### src/rtl/_fifo_en_reg.sv
// Synchronous FIFO built from a bank of enabled D registers, with a three-state
// occupancy FSM and registered per-request acknowledge/error handshakes.
module _fifo_en_reg #(
  parameter int WIDTH = 32,
  parameter int DEPTH = 8,
  parameter int AW    = 3
) (
  input  logic             clk,
  input  logic             reset_n,
  input  logic             wr_en,
  input  logic             rd_en,
  input  logic [WIDTH-1:0] din,
  output logic [WIDTH-1:0] dout,
  output logic             full,
  output logic             empty,
  output logic             wr_ack,
  output logic             wr_err,
  output logic             rd_ack,
  output logic             rd_err,
  output logic [AW:0]      data_count
);

  localparam int CW = AW + 1;
  localparam logic [AW:0] DEPTH_CNT = CW'(DEPTH);
  localparam logic [AW:0] LAST_CNT  = CW'(DEPTH - 1);

  typedef enum logic [1:0] {
    ST_INIT   = 2'd0,
    ST_NORMAL = 2'd1,
    ST_FULL   = 2'd2
  } state_t;

  state_t           state;
  logic [AW-1:0]    head;
  logic [AW-1:0]    tail;
  logic [WIDTH-1:0] mem [DEPTH];
  logic [DEPTH-1:0] entry_en;
  logic             wr_accept;
  logic             rd_accept;

  // Acceptance depends only on the registered state, so a write and a read
  // can never touch the same entry in one cycle.
  assign wr_accept = wr_en && (state != ST_FULL);
  assign rd_accept = rd_en && (state != ST_INIT);

  assign full  = (data_count == DEPTH_CNT);
  assign empty = (data_count == '0);

  genvar gi;
  generate
    for (gi = 0; gi < DEPTH; gi++) begin : g_entry
      assign entry_en[gi] = wr_accept && (tail == AW'(gi));

      always_ff @(posedge clk) begin
        if (entry_en[gi]) begin
          mem[gi] <= din;
        end
      end
    end
  endgenerate

  always_ff @(posedge clk or negedge reset_n) begin
    if (!reset_n) begin
      state      <= ST_INIT;
      head       <= '0;
      tail       <= '0;
      data_count <= '0;
      dout       <= '0;
      wr_ack     <= 1'b0;
      wr_err     <= 1'b0;
      rd_ack     <= 1'b0;
      rd_err     <= 1'b0;
    end else begin
      wr_ack <= wr_accept;
      wr_err <= wr_en && !wr_accept;
      rd_ack <= rd_accept;
      rd_err <= rd_en && !rd_accept;

      if (wr_accept) begin
        tail <= tail + AW'(1);
      end
      if (rd_accept) begin
        dout <= mem[head];
        head <= head + AW'(1);
      end

      case ({wr_accept, rd_accept})
        2'b10:   data_count <= data_count + CW'(1);
        2'b01:   data_count <= data_count - CW'(1);
        default: data_count <= data_count;
      endcase

      // Transitions use the pre-edge count; a simultaneous accept leaves it unchanged.
      case (state)
        ST_INIT: begin
          if (wr_accept) state <= ST_NORMAL;
        end
        ST_NORMAL: begin
          if (wr_accept && !rd_accept && data_count == LAST_CNT) begin
            state <= ST_FULL;
          end else if (rd_accept && !wr_accept && data_count == CW'(1)) begin
            state <= ST_INIT;
          end
        end
        ST_FULL: begin
          if (rd_accept) state <= ST_NORMAL;
        end
        default: state <= ST_INIT;
      endcase
    end
  end

endmodule

### config.mk
export PLATFORM = sky130hd
export DESIGN_NAME = _fifo_en_reg
export DESIGN_NICKNAME = d
export VERILOG_FILES = /design/src/rtl/_fifo_en_reg.sv
export SDC_FILE = /design/constraint.sdc
export NUM_CORES = 1
export LEC_CHECK = 0
export BUFFER_PORTS_ARGS = -buffer_cell sky130_fd_sc_hd__buf_2
export CORE_MARGIN = 4
export CORE_UTILIZATION = 41
export CTS_CLUSTER_DIAMETER = 200
export CTS_CLUSTER_SIZE = 8
export DETAILED_ROUTE_END_ITERATION = 8
export SLEW_MARGIN = 20
export SYNTH_ARGS = -nofsm -noshare
export SYNTH_HDL_FRONTEND = slang
export SYNTH_SLANG_ARGS = --single-unit
export TNS_END_PERCENT = 30
### constraint.sdc
create_clock -name clk -period 2.25 [get_ports clk]
set_clock_uncertainty 0.05 [all_clocks]
set_input_delay 0 -clock clk [delete_from_list [all_inputs] [get_ports clk]]
set_output_delay 0 -clock clk [all_outputs]
set_load 0.01 [all_outputs]
# After elaboration in Yosys (flattened, before gate mapping)
# Memories as Yosys holds them, arrays and structs flattened. A register that Yosys moved wholly into a read port is not among the register bits.
# Cells that the tools add are included.
[word_totals]
n_memories = 1
out_inout_bits = 42
inputBits = 36
regBits = 16
ram_bits = 256
[classes]
reduce_logical = 32
n_addsub = 4
n_mux = 43
eq_ne = 18
[mem_list]
columns = ["name", "words", "width", "read_ports", "rd_ports_with_merged_regs", "write_ports", "line", "text"]
rows = [
  ["mem", 8, 32, 1, 1, 1, "36", "logic [WIDTH-1:0] mem [DEPTH];"],
]
[ops]
columns = ["operator", "count"]
rows = [
  ["32-bit 2-to-1 mux", 7],
  ["32-bit OR reduction", 7],
  ["1-bit 2-to-1 mux", 23],
  ["3-bit 2-to-1 mux", 7],
  ["1-bit logical AND", 16],
  ["3-bit == test, second input constant", 4],
  ["2-bit 2-to-1 mux", 4],
  ["4-bit case mux with 2 select lines", 1],
  ["3-bit by 1-bit adder with 3-bit output, second input constant", 2],
  ["3-bit by 2-bit == test with 1-bit output, second input constant", 2],
  ["2-bit inequality test, second input constant", 3],
  ["2-bit case mux with 3 select lines", 1],
  ["4-bit by 1-bit adder with 4-bit output, second input constant", 1],
  ["2-bit by 1-bit == test with 1-bit output, second input constant", 2],
  ["2-bit == test, second input constant", 2],
  ["4-bit by 1-bit == test with 1-bit output, second input constant", 1],
  ["4-bit by 3-bit == test with 1-bit output, second input constant", 1],
  ["4-bit == test, second input constant", 1],
  ["4-bit logical NOT", 1],
  ["2-bit nonzero test", 2],
  ["4-bit by 1-bit subtractor with 4-bit output, second input constant", 1],
  ["3-bit by 1-bit == test with 1-bit output, second input constant", 1],
  ["1-bit logical NOT", 3],
  ["3-bit logical NOT", 1],
  ["other kinds (3)", 3],
]

# Depth between registers and ports, before layout
# Gate-level depths: netlist of run 1.
[logic_depth]
word_depth = 13
mapped_depth = 7
ltp_nobuf = 7

# Least setup slack after synthesis of run 1
# OpenSTA, ideal clock, no wires.
[synth_timing]
path_kind = "flip-flop to flip-flop"
from = "register state[0]"
to = "memory mem[4][0], enable pin"
slack_ps = 96
required_ps = 1808
setup_time_ps = 392
path_stages_with_launch = 5
path_buffers = 0
synth_period_minus_slack_ps = 2154
arrival_ps = 1712
path_cell_list = "dfrtp_1 nand2b_1 nand2_1 clkinv_1 and3_1"
[synth_via]
elab_cells_between_ends = 47
cone_classes = "eq/ne: 1; mux: 30; reduce/logical: 16"
[synth_rtl]
columns = ["item", "line", "text"]
rows = [
  ["start: declaration", "33", "state_t state;"],
  ["start signal: assignment", "64", "state <= ST_INIT;"],
  ["start signal: assignment", "96", "if (wr_accept) state <= ST_NORMAL;"],
  ["start signal: assignment", "100", "state <= ST_FULL;"],
  ["2-bit inequality test *", "43", "assign wr_accept = wr_en && (state != ST_FULL);"],
  ["1-bit logical AND *", "43", ""],
  ["named net wr_accept", "38", "logic wr_accept;"],
  ["1-bit logical AND *", "52", "assign entry_en[gi] = wr_accept && (tail == AW'(gi));"],
  ["named net entry_en[4]", "37", "logic [DEPTH-1:0] entry_en;"],
  ["1-bit 2-to-1 mux *", "55", "if (entry_en[gi]) begin"],
  ["1-bit 2-to-1 mux (implied by the code) *", "56", "mem[gi] <= din;"],
  ["32-bit OR reduction (no source line)", "n/a", ""],
  ["3-bit 2-to-1 mux (no source line) / 1-bit 2-to-1 mux (equally long branches) (4 in series)", "n/a", ""],
  ["end: declaration", "36", ""],
]
# Mark *: on every way through the listed nets, which the timed path passes. The rest lies on a longest branch.

# Final worst setup path of run 1
[layout_timing]
from = "register state[0]"
to = "memory mem[5][7], enable pin"
[layout_via]
elab_cells_between_ends = 47
cone_classes = "eq/ne: 1; mux: 30; reduce/logical: 16"
[layout_rtl]
columns = ["item", "line"]
rows = [
  ["2-bit inequality test *", "43"],
  ["1-bit logical AND *", "43"],
  ["named net wr_accept", "38"],
  ["1-bit logical AND *", "52"],
  ["named net entry_en[5]", "37"],
  ["1-bit 2-to-1 mux *", "55"],
  ["1-bit 2-to-1 mux (implied by the code) *", "56"],
  ["32-bit OR reduction (no source line)", "n/a"],
  ["3-bit 2-to-1 mux (no source line) / 1-bit 2-to-1 mux (equally long branches) (3 in series)", "n/a"],
]
# Marked as above.

==> impl_metrics.env, run 1 <==
export IMPL_drt_initial_drc_count=360
export IMPL_hp_class="input pin to async pin"
export IMPL_antenna_found_initial=0
export IMPL_synth_edff_count=256
export IMPL_min_period_ns=2.10
export IMPL_synth_seq_area_share_pct=75.5
export IMPL_final_cells=1216
export IMPL_yosys_top_cells_count="edfxtp_1 (256), mux2i_1 (66), mux2_2 (64), dfrtp_1 (48), nand2_1 (39)"
export IMPL_critical_path_cell_chain="nand2b_1 > nand2_1 > clkinv_1 > and3_2"
export IMPL_drtPass1Iterations=4
export IMPL_status="finished, final reports clean"
export IMPL_io_buffers=77
export IMPL_grtUsageTotal_pct=15.6
export IMPL_crit_path_start_kind="flip-flop"
export IMPL_pre_cts_ws_ns=0.109
export IMPL_finalSetupViolations=0
export IMPL_hold_viol=0
export IMPL_placed_cells=1106
export IMPL_fp_row_count=61
export IMPL_grt_pass1_vias=6765
export IMPL_ys_types=32
export IMPL_gr_total_overflow=0
export IMPL_cp_arrival_ns=2.17
export IMPL_start_util_pct=41.9
export IMPL_crit_path_top_delay_cell="and3_2"
export IMPL_routedWlPerCell_um=20.0
export IMPL_worstSetupPathType="flip-flop to flip-flop"
export IMPL_ys_ff_latch=304
export IMPL_synth_most_common_cell="edfxtp_1"
export IMPL_max_slew_margin_pct=37.2
export IMPL_antenna_left=0
export IMPL_leakage_uw=0.00530
export IMPL_setup_tns_final_ns=0
export IMPL_rsz0062_at_grt="false"
export IMPL_cp_end_kind="flip-flop"
export IMPL_grt_pass1_wl_um=38000
export IMPL_fmax_mhz=477
export IMPL_htree_num_levels=2
export IMPL_cts_sinks=304
export IMPL_crit_buf_inv=1
export IMPL_power_density_nw_per_um2=1290
export IMPL_cp_top_family="simple AND/OR/NAND/NOR gates"
export IMPL_worstPathMaxFanout=32
export IMPL_ys_warn_count=0
export IMPL_wl_um=24300
export IMPL_yosysTopAreaCellShare_pct=65.3
export IMPL_cts_tree="done"
export IMPL_fp_dieW_um=177
export IMPL_maxCapViolCount=0
export IMPL_clock_root_buffer="clkbuf_16"
export IMPL_syn_to_final_growth_pct=21.3
export IMPL_numCtsBuffers=43
export IMPL_clock_latency_ns=0.51
export IMPL_holdWs_ns=0.0987
export IMPL_ios=78
export IMPL_yosys_area_top_type="edfxtp_1"
export IMPL_vias=6291
export IMPL_nNetsFinal=856
export IMPL_worst_pin_slew_ns=0.942
export IMPL_drcViolationCount=0
export IMPL_vdd_drop_max_uv=612
export IMPL_synth_area_leaders="edfxtp_1 (65%), dfrtp_1 (10%), mux2_2 (6.1%)"
export IMPL_drv_slew=0
export IMPL_cts_clk_slew_worst_paths_ns=0.05
export IMPL_cpPeakStageDelay_ns=0.83
export IMPL_drive_gt1_share_pct=26.4
export IMPL_fp_coreArea_um2=28100
export IMPL_setup_ws_ns=0.153
export IMPL_syn_inst=662
export IMPL_dp_hpwl_um=13700
export IMPL_syn_area_um2=11800
export IMPL_crit_required_ns=2.32
export IMPL_async_flop_share_pct=15.8
export IMPL_fin_crit_sh_pct=93.2
export IMPL_die_y_um=177
export IMPL_synthFlopType="edfxtp_1"
export IMPL_gp_congestion=0.717
export IMPL_grt_max_degree=69
export IMPL_via_per_inst=5.17
export IMPL_synth_fp_nets=710
export IMPL_diodes=0
export IMPL_postSynthAreaPerCell_um2=17.8
export IMPL_clockBufferDepth=3
export IMPL_design_die_area_um2=31500
[per-layer routing]
layer | vias to the layer above | global-route usage, % | part of all wire, %
met5 | - | 0 | 0
met4 | 0 | 4.45 | 2.3
met3 | 48 | 2.90 | 4.8
met2 | 145 | 26.4 | 49
met1 | 3186 | 20.7 | 44
li1 | 2912 | - | -
[metrics by stage]
step	total power [µW]	instance area [µm²]	util (%)
after floorplan	11200	11800	-
after global placement	12700	12700	45.3
after detailed placement	12900	12700	45.3
after CTS	18700	14300	50.8
after global routing	19400	14300	50.9
final	18500	14300	50.9
[where the power goes]
| part | switching [µW] | internal (µW) | leakage, µW |
|---|---|---|---|
| registers | 481 | 7260 | 0.00291 |
| clock network | 2150 | 3550 | 0.000571 |
| logic | 2840 | 2180 | 0.00183 |
[state kept, by name, indices dropped and copies added (netlist names), 2 cells and up]
register	count
head	3
state	2
mem	256
dout	32
tail	3
data_count	4
[cells by family after synthesis]
kind of cell             synth area share, %
AO/OA/AOI/OAI                           6.45
XOR/XNOR                               0.521
adder cells (fa/ha/maj)                 1.28
buffers and inverters                   1.92
flip-flops                              75.5
multiplexers                            11.7
AND/OR/NAND/NOR                         2.58
[cell usage in the layout (no fill, tap or decap), types with 2 or more instances in the layout]
cell	netlist	layout
dlygate4sd3_1	0	35
o31ai_1	32	32
nor2_1	3	2
dfrtp_1	48	47
buf_12	0	6
and3_2	0	7
a22o_1	32	32
mux2i_1	66	66
clkbuf_1	17	31
nand2b_1	3	2
mux2_2	64	64
nand2_1	39	39
buf_2	4	77
buf_4	10	17
o22ai_1	34	34
edfxtp_1	256	256
xnor2_1	5	5
ha_1	12	12
nand4b_1	2	2
xor2_1	2	2
clkbuf_16	0	43
o21ai_0	2	2
inv_1	8	8
[path summary, 6_finish.rpt]
kind	startpoint	end	slack, ns	depth (start not counted)
hold reg to reg	dout[0]	dout[0]	0.43	2
hold / removal	reset_n	dout[4]	0.1	2
setup reg to reg	state[0]	mem[5][7]	0.15	4
min in group clk	din[9]	mem[7][9]	0.25	2
setup / recovery	state[0]	mem[5][7]	0.15	4
max in group asynchronous	reset_n	dout[26]	1.30	3
[cell type report]
cell class / instances / area (µm²)
fill: 2357 / 13800
sequential: 304 / 8890
multi-input combinational: 315 / 2700
clock buffer: 74 / 1190
timing repair buffer: 135 / 983
tap: 378 / 473
inverter: 9 / 33.8
clock inverter: 1 / 8.76
[repair_timing]
action	CTS	global route
hold buffers	35	0
setup buffers	0	0
setup endpoints to repair	0	32
resized for setup	0	1
hold endpoints to repair	293	0
No activity file was read; power rests on OpenSTA's default activity.
==> inputs of run 2 (changes only) <==
--- a/config.mk
+++ b/config.mk
@@ -8,2 +8,3 @@
 export BUFFER_PORTS_ARGS = -buffer_cell sky130_fd_sc_hd__buf_2
+export CORE_ASPECT_RATIO = 0.9
 export CORE_MARGIN = 4
==> constraint.sdc (replaced) <==
create_clock -name clk -period 2.25 [get_ports clk]
set_clock_uncertainty 0.05 [all_clocks]
set_input_delay 0.225 -clock clk [delete_from_list [all_inputs] [get_ports clk]]
set_output_delay 0.225 -clock clk [all_outputs]
set_load 0.01 [all_outputs]
==> run 2 against run 1 <==
Against the previous run: register-to-register slack hardly changed; fmax is 0.25% higher; clock power is 0.9% higher; highest routed layer unchanged; wire length is 0.38% lower.
==> impl_metrics.env, run 2 (same netlist as run 1, synthesis figures left out) <==
export IMPL_status="finished, final reports clean"
export IMPL_grt_pass1_vias=6554
export IMPL_wl_um=24200
export IMPL_post_cts_resized=0
export IMPL_pre_cts_ws_ns=0.121
export IMPL_drv_slew=0
export IMPL_cts_tree="done"
export IMPL_fin_crit_sh_pct=93.0
export IMPL_start_util_pct=41.9
export IMPL_fin_area_um2=14300
export IMPL_rsz0062_at_grt="false"
export IMPL_holdWs_ns=0.181
export IMPL_via_per_inst=5.21
export IMPL_power_density_nw_per_um2=1300
export IMPL_setup_tns_final_ns=0
export IMPL_cpPeakStageDelay_ns=0.84
export IMPL_largest_reg_flops=256
export IMPL_critical_path_cell_chain="nand2b_1 > nand2_1 > clkinv_1 > and3_2"
export IMPL_gr_total_overflow=0
export IMPL_fp_dieW_um=187
export IMPL_finalSetupViolations=0
export IMPL_drcViolationCount=0
export IMPL_cp_arrival_ns=2.17
export IMPL_final_cell_mix="edfxtp_1 (256), buf_2 (77), mux2i_1 (66)"
export IMPL_fmax_mhz=478
export IMPL_worst_pin_slew_ns=0.965
export IMPL_max_slew_margin_pct=35.6
export IMPL_io_buffers=77
export IMPL_dp_hpwl_um=13200
export IMPL_die_y_um=169
export IMPL_antenna_left=0
export IMPL_crit_path_top_delay_cell="and3_2"
export IMPL_fp_coreArea_um2=28100
export IMPL_fp_row_count=58
export IMPL_antenna_found_initial=0
export IMPL_vdd_drop_max_uv=734
export IMPL_crit_path_start_kind="flip-flop"
export IMPL_largest_register="mem"
export IMPL_grtUsageTotal_pct=15.3
export IMPL_crit_required_ns=2.33
export IMPL_cp_end_kind="flip-flop"
export IMPL_setup_ws_ns=0.158
export IMPL_placed_area_um2=12800
export IMPL_vias=6195
export IMPL_drt_initial_drc_count=283
export IMPL_grt_max_degree=47
export IMPL_ios=78
export IMPL_min_period_ns=2.09
export IMPL_routedWlPerCell_um=20.4
export IMPL_nNetsFinal=852
export IMPL_cts_clk_slew_worst_paths_ns=0.05
export IMPL_total_power_uw=18700
export IMPL_diodes=0
export IMPL_design_die_area_um2=31500
export IMPL_clock_root_buffer="clkbuf_16"
export IMPL_drtPass1Iterations=4
export IMPL_gp_congestion=0.775
export IMPL_hp_class="input pin to async pin"
export IMPL_worstSetupPathType="flip-flop to flip-flop"
export IMPL_numCtsBuffers=43
export IMPL_cts_sinks=304
export IMPL_htree_num_levels=2
export IMPL_rrSetupSlack_ns=0.16
export IMPL_post_cts_repair_setup_buffers=0
export IMPL_layout_commonest_cell="edfxtp_1"
export IMPL_clock_latency_ns=0.52
export IMPL_drive_gt1_share_pct=26.4
export IMPL_syn_to_final_growth_pct=21.8
export IMPL_largestRegisters="mem x256, dout x32, data_count x4"
export IMPL_maxCapViolCount=0
export IMPL_clockBufferDepth=3
export IMPL_leakage_uw=0.00532
export IMPL_worstPathMaxFanout=32
export IMPL_grt_pass1_wl_um=37900
export IMPL_hold_viol=0
## run 2: path summary, 6_finish.rpt
check | start | end | cells past startpoint
min reg2reg | dout[8] | dout[8] | 2
max in group asynchronous | reset_n | head[0] | 3
max reg2reg | state[1] | mem[1][1] | 4
min in group clk | dout[8] | dout[8] | 2
min | reset_n | dout[24] | 2
max | state[1] | mem[1][1] | 4
## run 2: cell type report
type                       instances  area [µm²]
sequential                       304        8890
fill                            2271       13800
multi-input combinational        315        2700
timing repair buffer             131        1040
inverter                           9        33.8
clock inverter                     2        25.0
tap                              360         450
clock buffer                      69        1190
## run 2: layer usage
layer	track usage (%)	up-vias	share of wire, %
met5	0	-	0
met4	4.02	0	1.6
met3	3.28	30	4.8
met2	26.8	133	51
met1	19.5	3138	43
li1	-	2894	-
## run 2: worst max-delay path: cells and delay by family (launching register included)
| family | cells | cell delay (ns) |
|---|---|---|
| buffers and inverters | 1 | 0.11 |
| flip-flops | 1 | 0.44 |
| AND/OR/NAND/NOR | 3 | 1.09 |
## run 2: report_power, final
group	switching, µW	internal, µW
Sequential	533	7260
Combinational	2820	2290
Clock	2160	3590
## run 2: metrics by stage
step                      instances  util (%)
after floorplan                 662         -
after detailed placement       1084      45.4
after global routing           1190      51.0
after CTS                      1190      51.0
final                          1190      51.0
after global placement         1084      45.4
## run 2: timing repair
item | 4_1_cts | 5_1_grt
setup endpoints to repair | 0 | 0
hold buffers | 35 | 0
endpoints found under the hold margin | 277 | 0
